`src/rtl/bundle_feeder.sv`:
```
// Purpose : sequences NUM_HV stored FP32 hypervectors, element by element, into the
//           bipolar add-and-cut accumulator and writes each clipped result to result memory.
// Latency : 3 cycles per operand (read, capture, issue) plus accumulator completion,
//           RESULT_DELAY settle cycles and one advance cycle per element.
// Backpressure: holds in S_ISSUE with the operand parked on acc_data while acc_ready is low.
//           No reads or strobes are issued while it waits.
//
// Ports:
//   clk, reset_n          clock; asynchronous active-low reset
//   start / busy          run request (sampled only when idle) / not-idle indicator
//   done_all              one-cycle pulse that accompanies the return to idle after the last write
//   src_rden/addr/data    source memory read port; data returns one cycle after rden
//   acc_valid/first/last  operand strobe and framing to the accumulator
//   acc_data              operand, held from one capture until the next
//   acc_ready/done/result accumulator handshake and clipped output
//   dst_wren/addr/data    result memory write port, address = element index
//
// Every output is a flop. The combinational block computes next values for the
// state, the indices and the outputs, so strobes appear in the cycle after the
// decision that produces them.

module bundle_feeder #(
    parameter int HV_DATA_WIDTH = 32,
    parameter int HV_DIM        = 1024,
    parameter int NUM_HV        = 4,
    parameter int RESULT_DELAY  = 2,
    parameter int SRC_AW        = $clog2(NUM_HV * HV_DIM),
    parameter int DST_AW        = $clog2(HV_DIM)
) (
    input  logic                     clk,
    input  logic                     reset_n,
    input  logic                     start,
    output logic                     busy,
    output logic                     done_all,
    output logic                     src_rden,
    output logic [SRC_AW-1:0]        src_addr,
    input  logic [HV_DATA_WIDTH-1:0] src_data,
    output logic                     acc_valid,
    output logic                     acc_first,
    output logic                     acc_last,
    output logic [HV_DATA_WIDTH-1:0] acc_data,
    input  logic                     acc_ready,
    input  logic                     acc_done,
    input  logic [HV_DATA_WIDTH-1:0] acc_result,
    output logic                     dst_wren,
    output logic [DST_AW-1:0]        dst_addr,
    output logic [HV_DATA_WIDTH-1:0] dst_data
);

    // The accumulator only reports done after a first and a last operand, so a
    // single-operand bundle would hang. A zero settle delay is not supported.
    // A one-element vector would leave the result address zero bits wide.
    generate
        if (NUM_HV < 2) begin : g_bad_num_hv
            $error("bundle_feeder: NUM_HV must be at least 2");
        end
        if (HV_DIM < 2) begin : g_bad_hv_dim
            $error("bundle_feeder: HV_DIM must be at least 2");
        end
        if (RESULT_DELAY < 1) begin : g_bad_result_delay
            $error("bundle_feeder: RESULT_DELAY must be at least 1");
        end
    endgenerate

    localparam int HW = (NUM_HV > 1) ? $clog2(NUM_HV) : 1;
    localparam int CW = (RESULT_DELAY > 1) ? $clog2(RESULT_DELAY) : 1;

    localparam logic [HW-1:0]     H_LAST = HW'(NUM_HV - 1);
    localparam logic [DST_AW-1:0] E_LAST = DST_AW'(HV_DIM - 1);
    localparam logic [CW-1:0]     C_LAST = CW'(RESULT_DELAY - 1);
    localparam logic [SRC_AW-1:0] DIM_S  = SRC_AW'(HV_DIM);

    typedef enum logic [2:0] {
        S_IDLE,
        S_READ,
        S_MEM,
        S_ISSUE,
        S_WAIT_DONE,
        S_SETTLE,
        S_NEXT
    } state_t;

    state_t              state, state_nxt;
    logic [DST_AW-1:0]   e, e_nxt;      // element index
    logic [HW-1:0]       h, h_nxt;      // hypervector index within the element
    logic [CW-1:0]       cnt, cnt_nxt;  // settle counter

    logic                     busy_nxt;
    logic                     done_all_nxt;
    logic                     src_rden_nxt;
    logic [SRC_AW-1:0]        src_addr_nxt;
    logic                     acc_valid_nxt;
    logic                     acc_first_nxt;
    logic                     acc_last_nxt;
    logic [HV_DATA_WIDTH-1:0] acc_data_nxt;
    logic                     dst_wren_nxt;
    logic [DST_AW-1:0]        dst_addr_nxt;
    logic [HV_DATA_WIDTH-1:0] dst_data_nxt;

    always_comb begin
        state_nxt     = state;
        e_nxt         = e;
        h_nxt         = h;
        cnt_nxt       = cnt;
        done_all_nxt  = 1'b0;
        acc_valid_nxt = 1'b0;
        acc_first_nxt = 1'b0;
        acc_last_nxt  = 1'b0;
        acc_data_nxt  = acc_data;
        dst_wren_nxt  = 1'b0;
        dst_addr_nxt  = dst_addr;
        dst_data_nxt  = dst_data;

        case (state)
            S_IDLE: begin
                if (start) begin
                    e_nxt     = '0;
                    h_nxt     = '0;
                    state_nxt = S_READ;
                end
            end

            // The read strobe is the registered image of being in S_READ,
            // so it lasts exactly this one cycle.
            S_READ: begin
                state_nxt = S_MEM;
            end

            // Source data is valid now, one cycle after the read strobe.
            S_MEM: begin
                acc_data_nxt = src_data;
                state_nxt    = S_ISSUE;
            end

            // The accumulator only moves ready on its own step or in response
            // to a strobe, so a sampled ready here is safe to act on.
            S_ISSUE: begin
                if (acc_ready) begin
                    acc_valid_nxt = 1'b1;
                    acc_first_nxt = (h == '0);
                    acc_last_nxt  = (h == H_LAST);
                    if (h != H_LAST) begin
                        h_nxt     = h + HW'(1);
                        state_nxt = S_READ;
                    end else begin
                        h_nxt     = '0;
                        state_nxt = S_WAIT_DONE;
                    end
                end
            end

            // Done is looked at only here. The accumulator also reports done
            // while it is idle, and that must never cause a write.
            S_WAIT_DONE: begin
                if (acc_done) begin
                    cnt_nxt   = '0;
                    state_nxt = S_SETTLE;
                end
            end

            // Give the accumulator's compare stage time to settle before
            // sampling the result.
            S_SETTLE: begin
                if (cnt == C_LAST) begin
                    dst_data_nxt = acc_result;
                    dst_addr_nxt = e;
                    dst_wren_nxt = 1'b1;
                    state_nxt    = S_NEXT;
                end else begin
                    cnt_nxt = cnt + CW'(1);
                end
            end

            S_NEXT: begin
                if (e == E_LAST) begin
                    done_all_nxt = 1'b1;
                    state_nxt    = S_IDLE;
                end else begin
                    e_nxt     = e + DST_AW'(1);
                    state_nxt = S_READ;
                end
            end

            default: begin
                state_nxt = S_IDLE;
            end
        endcase

        // The address is loaded only on entry to S_READ, using the indices
        // that S_READ itself will see. It holds otherwise.
        src_rden_nxt = (state_nxt == S_READ);
        src_addr_nxt = (state_nxt == S_READ)
                     ? (SRC_AW'(h_nxt) * DIM_S + SRC_AW'(e_nxt))
                     : src_addr;
        busy_nxt     = (state_nxt != S_IDLE);
    end

    always_ff @(posedge clk or negedge reset_n) begin
        if (!reset_n) begin
            state     <= S_IDLE;
            e         <= '0;
            h         <= '0;
            cnt       <= '0;
            busy      <= 1'b0;
            done_all  <= 1'b0;
            src_rden  <= 1'b0;
            src_addr  <= '0;
            acc_valid <= 1'b0;
            acc_first <= 1'b0;
            acc_last  <= 1'b0;
            acc_data  <= '0;
            dst_wren  <= 1'b0;
            dst_addr  <= '0;
            dst_data  <= '0;
        end else begin
            state     <= state_nxt;
            e         <= e_nxt;
            h         <= h_nxt;
            cnt       <= cnt_nxt;
            busy      <= busy_nxt;
            done_all  <= done_all_nxt;
            src_rden  <= src_rden_nxt;
            src_addr  <= src_addr_nxt;
            acc_valid <= acc_valid_nxt;
            acc_first <= acc_first_nxt;
            acc_last  <= acc_last_nxt;
            acc_data  <= acc_data_nxt;
            dst_wren  <= dst_wren_nxt;
            dst_addr  <= dst_addr_nxt;
            dst_data  <= dst_data_nxt;
        end
    end

endmodule

```
`config.mk`:
```
export PLATFORM = sky130hd
export DESIGN_NAME = bundle_feeder
export DESIGN_NICKNAME = d
export VERILOG_FILES = /design/src/rtl/bundle_feeder.sv
export SDC_FILE = /design/constraint.sdc
export NUM_CORES = 1
export LEC_CHECK = 0
export ABC_AREA = 1
export BUFFER_PORTS_ARGS = -buffer_cell sky130_fd_sc_hd__buf_2
export CAP_MARGIN = 15
export CORE_MARGIN = 2
export CORE_UTILIZATION = 49
export DETAILED_ROUTE_END_ITERATION = 6
export GPL_TIMING_DRIVEN = 0
export PLACE_DENSITY_LB_ADDON = 0.12
export SLEW_MARGIN = 20
export SYNTH_ARGS = -nofsm -noshare
export SYNTH_HDL_FRONTEND = slang
export SYNTH_SLANG_ARGS = --single-unit
export TNS_END_PERCENT = 5
```
`constraint.sdc`:
```
create_clock -name clk -period 1.7 [get_ports clk]
set_input_delay 0 -clock clk [delete_from_list [all_inputs] [get_ports clk]]
set_output_delay 0 -clock clk [all_outputs]
set_load 0.1 [all_outputs]
```
==> flow_summary.json, run 1 <==
{
  "critPathMaxFanout": 10,
  "ys_warn_count": 0,
  "muxShareOfSynthArea": 0.0801,
  "drv_cap": 0,
  "rsz0062_at_grt": "true",
  "synthesis.nets": 521,
  "clock_path_buffers": 2,
  "regArea_um2": 2730,
  "firstDrtPassIters": 4,
  "hpwl_um": 7560,
  "cts_tree": "done",
  "design.die.area_um2": 9970,
  "layout.nets": 764,
  "grt_usage": 0.236,
  "required_ps": 2000,
  "ys.flop_type": "dfrtp_1",
  "ioPinCount": 162,
  "drt_iter0_markers": 141,
  "worstHoldPathType": "input port to register",
  "ys_seq_area_frac": 0.606,
  "drc": 0,
  "syn_to_final_growth_pct": 41.6,
  "synth_common_cells": "179 x nand2_1, 109 x dfrtp_1, 32 x mux2_2, 22 x inv_1, 17 x nand3_1",
  "synth_xor_area_frac": 0.00195,
  "core_area_um2": 8810,
  "die_w_um": 99.8,
  "synth_top_family_by_area": "simple AND/OR/NAND/NOR gates",
  "hold_viol": 0,
  "routed_wl_um": 11400,
  "initial_core_util": 0.511,
  "fin_worst_skew_ps": 14.0,
  "port_buffers": 161,
  "synth_top_area_share": 0.606,
  "arrival_ps": 1910,
  "grt-ovfl-total": 0,
  "synth-simple-area-share": 0.234,
  "cts_made_buffers": 9,
  "clock.fmax_ghz": 0.621,
  "num_rows": 34,
  "synth_edf_count": 0,
  "ys_ff_latch": 109,
  "clk_pin_slew_worst_paths_ps": 100,
  "ys_top_cells_by_area": "dfrtp_1 61%, nand2_1 15%, mux2_2 8.0%",
  "antenna_cells": 0,
  "syn_inst": 449,
  "layout-drive-gt1-share": 0.374,
  "synthAdderAreaFrac": 0.00834,
  "maxSlewHeadroom": 0.655,
  "fin_crit_ps": 1610,
  "async_flop_share": 1.00,
  "period_share": 0.947,
  "clk_latency_ps": 360,
  "tightest_slew_ps": 521,
  "ys_types": 28,
  "multi_input_area_um2": 1590,
  "cp-end-kind": "register",
  "status": "complete, no violations",
  "grt_max_degree": 65,
  "synth.most_common_cell": "nand2_1",
  "start_kind": "register",
  "viasPerCell": 4.81,
  "grt_pass1_vias": 3983,
  "synth-compound-area-share": 0.0267,
  "vias": 3865,
  "gp_congestion": 0.871,
  "maxSlewViolCount": 0,
  "die_h_um": 99.8,
  "wl_per_cell_um": 14.2,
  "grt_pass1_wl_um": 18600,
  "grt_antenna_before_repair": 0,
  "synth_area_um2": 4500,
  "finalInstanceArea_um2": 6370,
  "detail-route-antenna-nets": 0,
  "finalSetupViolCount": 0,
  "crit_type": "register to register",
  "htree_levels": 3,
  "fillers": 662,
  "yosys.area.top_type": "dfrtp_1",
  "clockRootBuffer": "clkbuf_8",
  "synth.avg_cell_area_um2": 10.0,
  "cts_num_sinks": 109,
  "dpl_cell_area_um2": 5470
}
[worst max-delay path: stages, from the launching register on]
cell     delay (ps)
dfrtp_1         400
ha_2            220
nand2_2          90
nor2_4          140
nand3_4         130
nand2_4         100
nand3_4          80
nand2_4         140
buf_12          150
nand2_2          40
nand2_1          60
[worst paths after layout]
kind / from / endpoint / slack [ps] / cells past startpoint
max: e[0] / src_addr[7] / 90 / 10
min reg2reg: dst_addr[3] / dst_addr[3] / 490 / 2
max reg2reg: e[0] / src_addr[7] / 90 / 10
max in group asynchronous: reset_n / src_addr[1] / 950 / 3
min in group asynchronous: reset_n / dst_data[23] / 110 / 2
min: start / e[9] / 50 / 4
[sequential cells by signal, summed over array words and instances, names as in the netlist]
register,cells
state,3
acc_valid,1
done_all,1
src_rden,1
busy,1
cnt,1
dst_data,32
acc_first,1
h,2
dst_wren,1
src_addr,12
acc_last,1
dst_addr,10
acc_data,32
e,10
[kinds of logic after synthesis]
logic type | Yosys count
compound gates | 22
xor+xnor | 1
fa+ha+maj | 3
buf+inv | 42
flops | 109
mux | 32
simple gates | 240
[cell type report]
type                            instances  share of cell area
Buffer                                 14              0.0137
Clock buffer                           10              0.0216
Clock inverter                          5             0.00707
Inverter                               28              0.0175
Multi-Input combinational cell        298               0.250
Sequential cell                       109               0.428
Tap cell                              108              0.0212
Timing Repair Buffer                  232               0.241
[through the flow]
step	hold slack [ps]	utilization	instances	setup slack, ps	setup TNS (ps)
CTS	40.1	0.719	801	10.9	0
global placement	193	0.618	718	-550	-59080
global route	76.7	0.724	804	-28.9	-154
detailed placement	-47.3	0.622	719	25.4	0
finish	46.0	0.724	804	90.0	0
floorplan	-296	-	449	203	0
[repair_timing]
| item | CTS | global route |
|---|---|---|
| buffers inserted | 0 | 3 |
| hold buffers | 67 | 0 |
| hold endpoints to repair | 175 | 0 |
| gates resized for setup | 0 | 9 |
| setup endpoints to repair | 0 | 39 |
[cells in the final DEF (no fill, tap or decap), types with 2 or more instances in the layout]
master / netlist / final
clkinvlp_4: 0 / 2
nor2_4: 2 / 2
buf_4: 0 / 3
nand2_1: 179 / 177
nand4_1: 4 / 4
clkbuf_1: 3 / 3
nand2_2: 10 / 12
buf_2: 9 / 169
mux2_2: 32 / 32
clkinv_4: 0 / 3
nand3_1: 17 / 17
o21a_1: 2 / 2
ha_1: 3 / 2
dlygate4sd3_1: 0 / 67
nor2_2: 5 / 8
o21ai_0: 14 / 13
o21ai_1: 4 / 5
clkbuf_8: 0 / 10
nor2_1: 13 / 10
inv_2: 5 / 4
nand2_4: 2 / 2
nor3_1: 2 / 2
inv_1: 22 / 22
nand3_4: 2 / 2
buf_6: 1 / 2
dfrtp_1: 109 / 109
nand3_2: 3 / 3
[metal layers]
layer | share of wire | up-vias | GRT usage | wire length [um]
met1 | 0.42 | 1804 | 0.291 | 4770
li1 | - | 1902 | - | -
met3 | 0.058 | 32 | 0.0487 | 664
met2 | 0.50 | 127 | 0.411 | 5700
met5 | 0 | - | 0 | 0
met4 | 0.026 | 0 | 0.0906 | 300
Power of run 1 is not shown: default switching activity piles up to over one toggle a cycle in this logic, so the estimate is an artifact.
==> inputs of run 2 (changes only) <==
Settings changed: CELL_PAD_IN_SITES_DETAIL_PLACEMENT set to 0, CELL_PAD_IN_SITES_GLOBAL_PLACEMENT set to 1, CORE_UTILIZATION 49 to 37.
==> run 2 against run 1 <==
Effect of this change: die area is 31% higher; first-iteration DRC count is 4.3% higher; largest cell class unchanged; critical endpoint is now src_addr[10]; non-clock buffer count stayed put; design area is 2.8% higher; register-to-register slack worse by 20 ps; utilization is 18 points lower; wire length is 1.2% lower; sequential share of layout area is 1.2 points lower; final cell count is 4.7% higher; critical path type unchanged; worst setup slack worse by 17 ps; via count is 1.1% lower.
==> flow_summary.json, run 2 (synthesized netlist as in run 1, its figures left out) <==
{
  "fin_crit_ps": 1630,
  "initial_core_util": 0.376,
  "layout_commonest_cell": "nand2_1",
  "layout.nets": 764,
  "clock.fmax_ghz": 0.615,
  "gp_congestion": 0.823,
  "drc": 0,
  "regArea_um2": 2730,
  "cts_tree": "done",
  "clk_latency_ps": 340,
  "place_ws_ps": -25.1,
  "detail-route-antenna-nets": 0,
  "fin_worst_skew_ps": 5.28,
  "drt_iter0_markers": 147,
  "ff2ff_setup_slack_ps": 70,
  "hold_viol": 0,
  "final_cell_mix": "177 x nand2_1, 168 x buf_2, 108 x dfrtp_1",
  "crit-reg2reg-launch": "e[0]",
  "required_ps": 1920,
  "arrival_ps": 1850,
  "cp-end-kind": "register",
  "viasPerCell": 4.54,
  "grt_pass1_vias": 3695,
  "crit_path_end": "src_addr[10]",
  "rr_endpoint": "src_addr[10]",
  "crit_start": "e[0]",
  "core_area_um2": 12000,
  "critPathMaxFanout": 10,
  "dpl_cell_area_um2": 5520,
  "layout-drive-gt1-share": 0.376,
  "clk_pin_slew_worst_paths_ps": 70,
  "port_buffers": 161,
  "ioPinCount": 162,
  "rsz0062_at_grt": "true",
  "grt_max_degree": 74,
  "syn_to_final_growth_pct": 45.6,
  "maxSlewHeadroom": 0.655,
  "multi_input_area_um2": 1630,
  "die_w_um": 114,
  "grt_pass1_wl_um": 18100,
  "worstHoldPathType": "input port to register",
  "wl_per_cell_um": 13.4,
  "timing.final.ws_setup_ps": 72.7,
  "vias": 3822,
  "period_share": 0.957,
  "finalSetupViolCount": 0,
  "finalInstanceArea_um2": 6550,
  "status": "complete, no violations",
  "fin_util": 0.548,
  "crit_type": "register to register",
  "grt-ovfl-total": 0,
  "clockRootBuffer": "clkbuf_16",
  "antenna_cells": 0,
  "cts_made_buffers": 9,
  "drv_cap": 0,
  "clock_path_buffers": 2,
  "r2r_cells": 9,
  "fillers": 1080,
  "num_rows": 40,
  "hpwl_um": 7740,
  "grt_antenna_before_repair": 0,
  "hold_ws_ps": 65.2,
  "grt_usage": 0.178,
  "htree_levels": 3,
  "start_kind": "register",
  "die_h_um": 114,
  "reg.largest.list": "acc_data x32, dst_data x32, src_addr x12",
  "maxSlewViolCount": 0,
  "routed_wl_um": 11300,
  "firstDrtPassIters": 4,
  "cts_num_sinks": 109,
  "design.die.area_um2": 13100,
  "tightest_slew_ps": 521
}
[run 2: cell count changes in the layout (fill, tap and decap cells not counted), moves of 2 or more]
cell	delta
clkbuf_16	+9
clkinv_4	-3
nor2_2	-2
clkbuf_8	-8
clkinv_2	+2
nor2_4	+2
[run 2: per-stage QoR]
step           TNS, ps  std cells
6_report             0        842
2_1_floorplan        0        449
3_5_place_dp      -144        758
5_1_grt          -58.6        842
3_3_place_gp    -71470        757
4_1_cts              0        840
[run 2: worst min-delay path by stage]
stage                     cells past startpoint  slack (ps)          start     endpoint
after floorplan                               0        -300        reset_n  acc_data[0]
after global placement                        3         200  acc_result[5]  dst_data[5]
after detailed placement                      1         -70        reset_n  dst_data[9]
after CTS                                     3          20      acc_ready    acc_first
after global routing                          3          70      acc_ready     state[2]
final                                         4          70          start         e[9]
[run 2: per-layer routing]
layer | track usage | wire length, um | vias up
met1 | 0.235 | 5120 | 1791
li1 | - | - | 1910
met4 | 0.0732 | 253 | 0
met3 | 0.0318 | 515 | 15
met5 | 0 | 0 | -
met2 | 0.291 | 5410 | 106
[run 2: cell type report]
| class | count | area share |
|---|---|---|
| inverter | 28 | 0.0170 |
| sequential | 109 | 0.416 |
| clock buffer | 12 | 0.0391 |
| timing repair buffer | 232 | 0.235 |
| tap | 147 | 0.0281 |
| multi-input combinational | 298 | 0.249 |
| buffer | 14 | 0.0137 |
| clock inverter | 2 | 0.00153 |
[run 2: critical path, cell delays in order, from the launching register on]
cell,delay (ps)
dfrtp_1,430
ha_4,170
nand2_2,90
nor2_4,170
nand3_4,140
nand2_4,100
nand3_4,100
nand2_8,110
buf_12,140
o21ai_2,50
[run 2: what timing repair did]
action / in CTS / in global routing
pin swaps: 1 / 4
gates resized for setup: 0 / 16
hold endpoints to repair: 174 / 0
hold buffers: 66 / 0
endpoints found under the setup margin: 10 / 40
buffers inserted: 2 / 2
Power of run 2 is left out for the same reason.
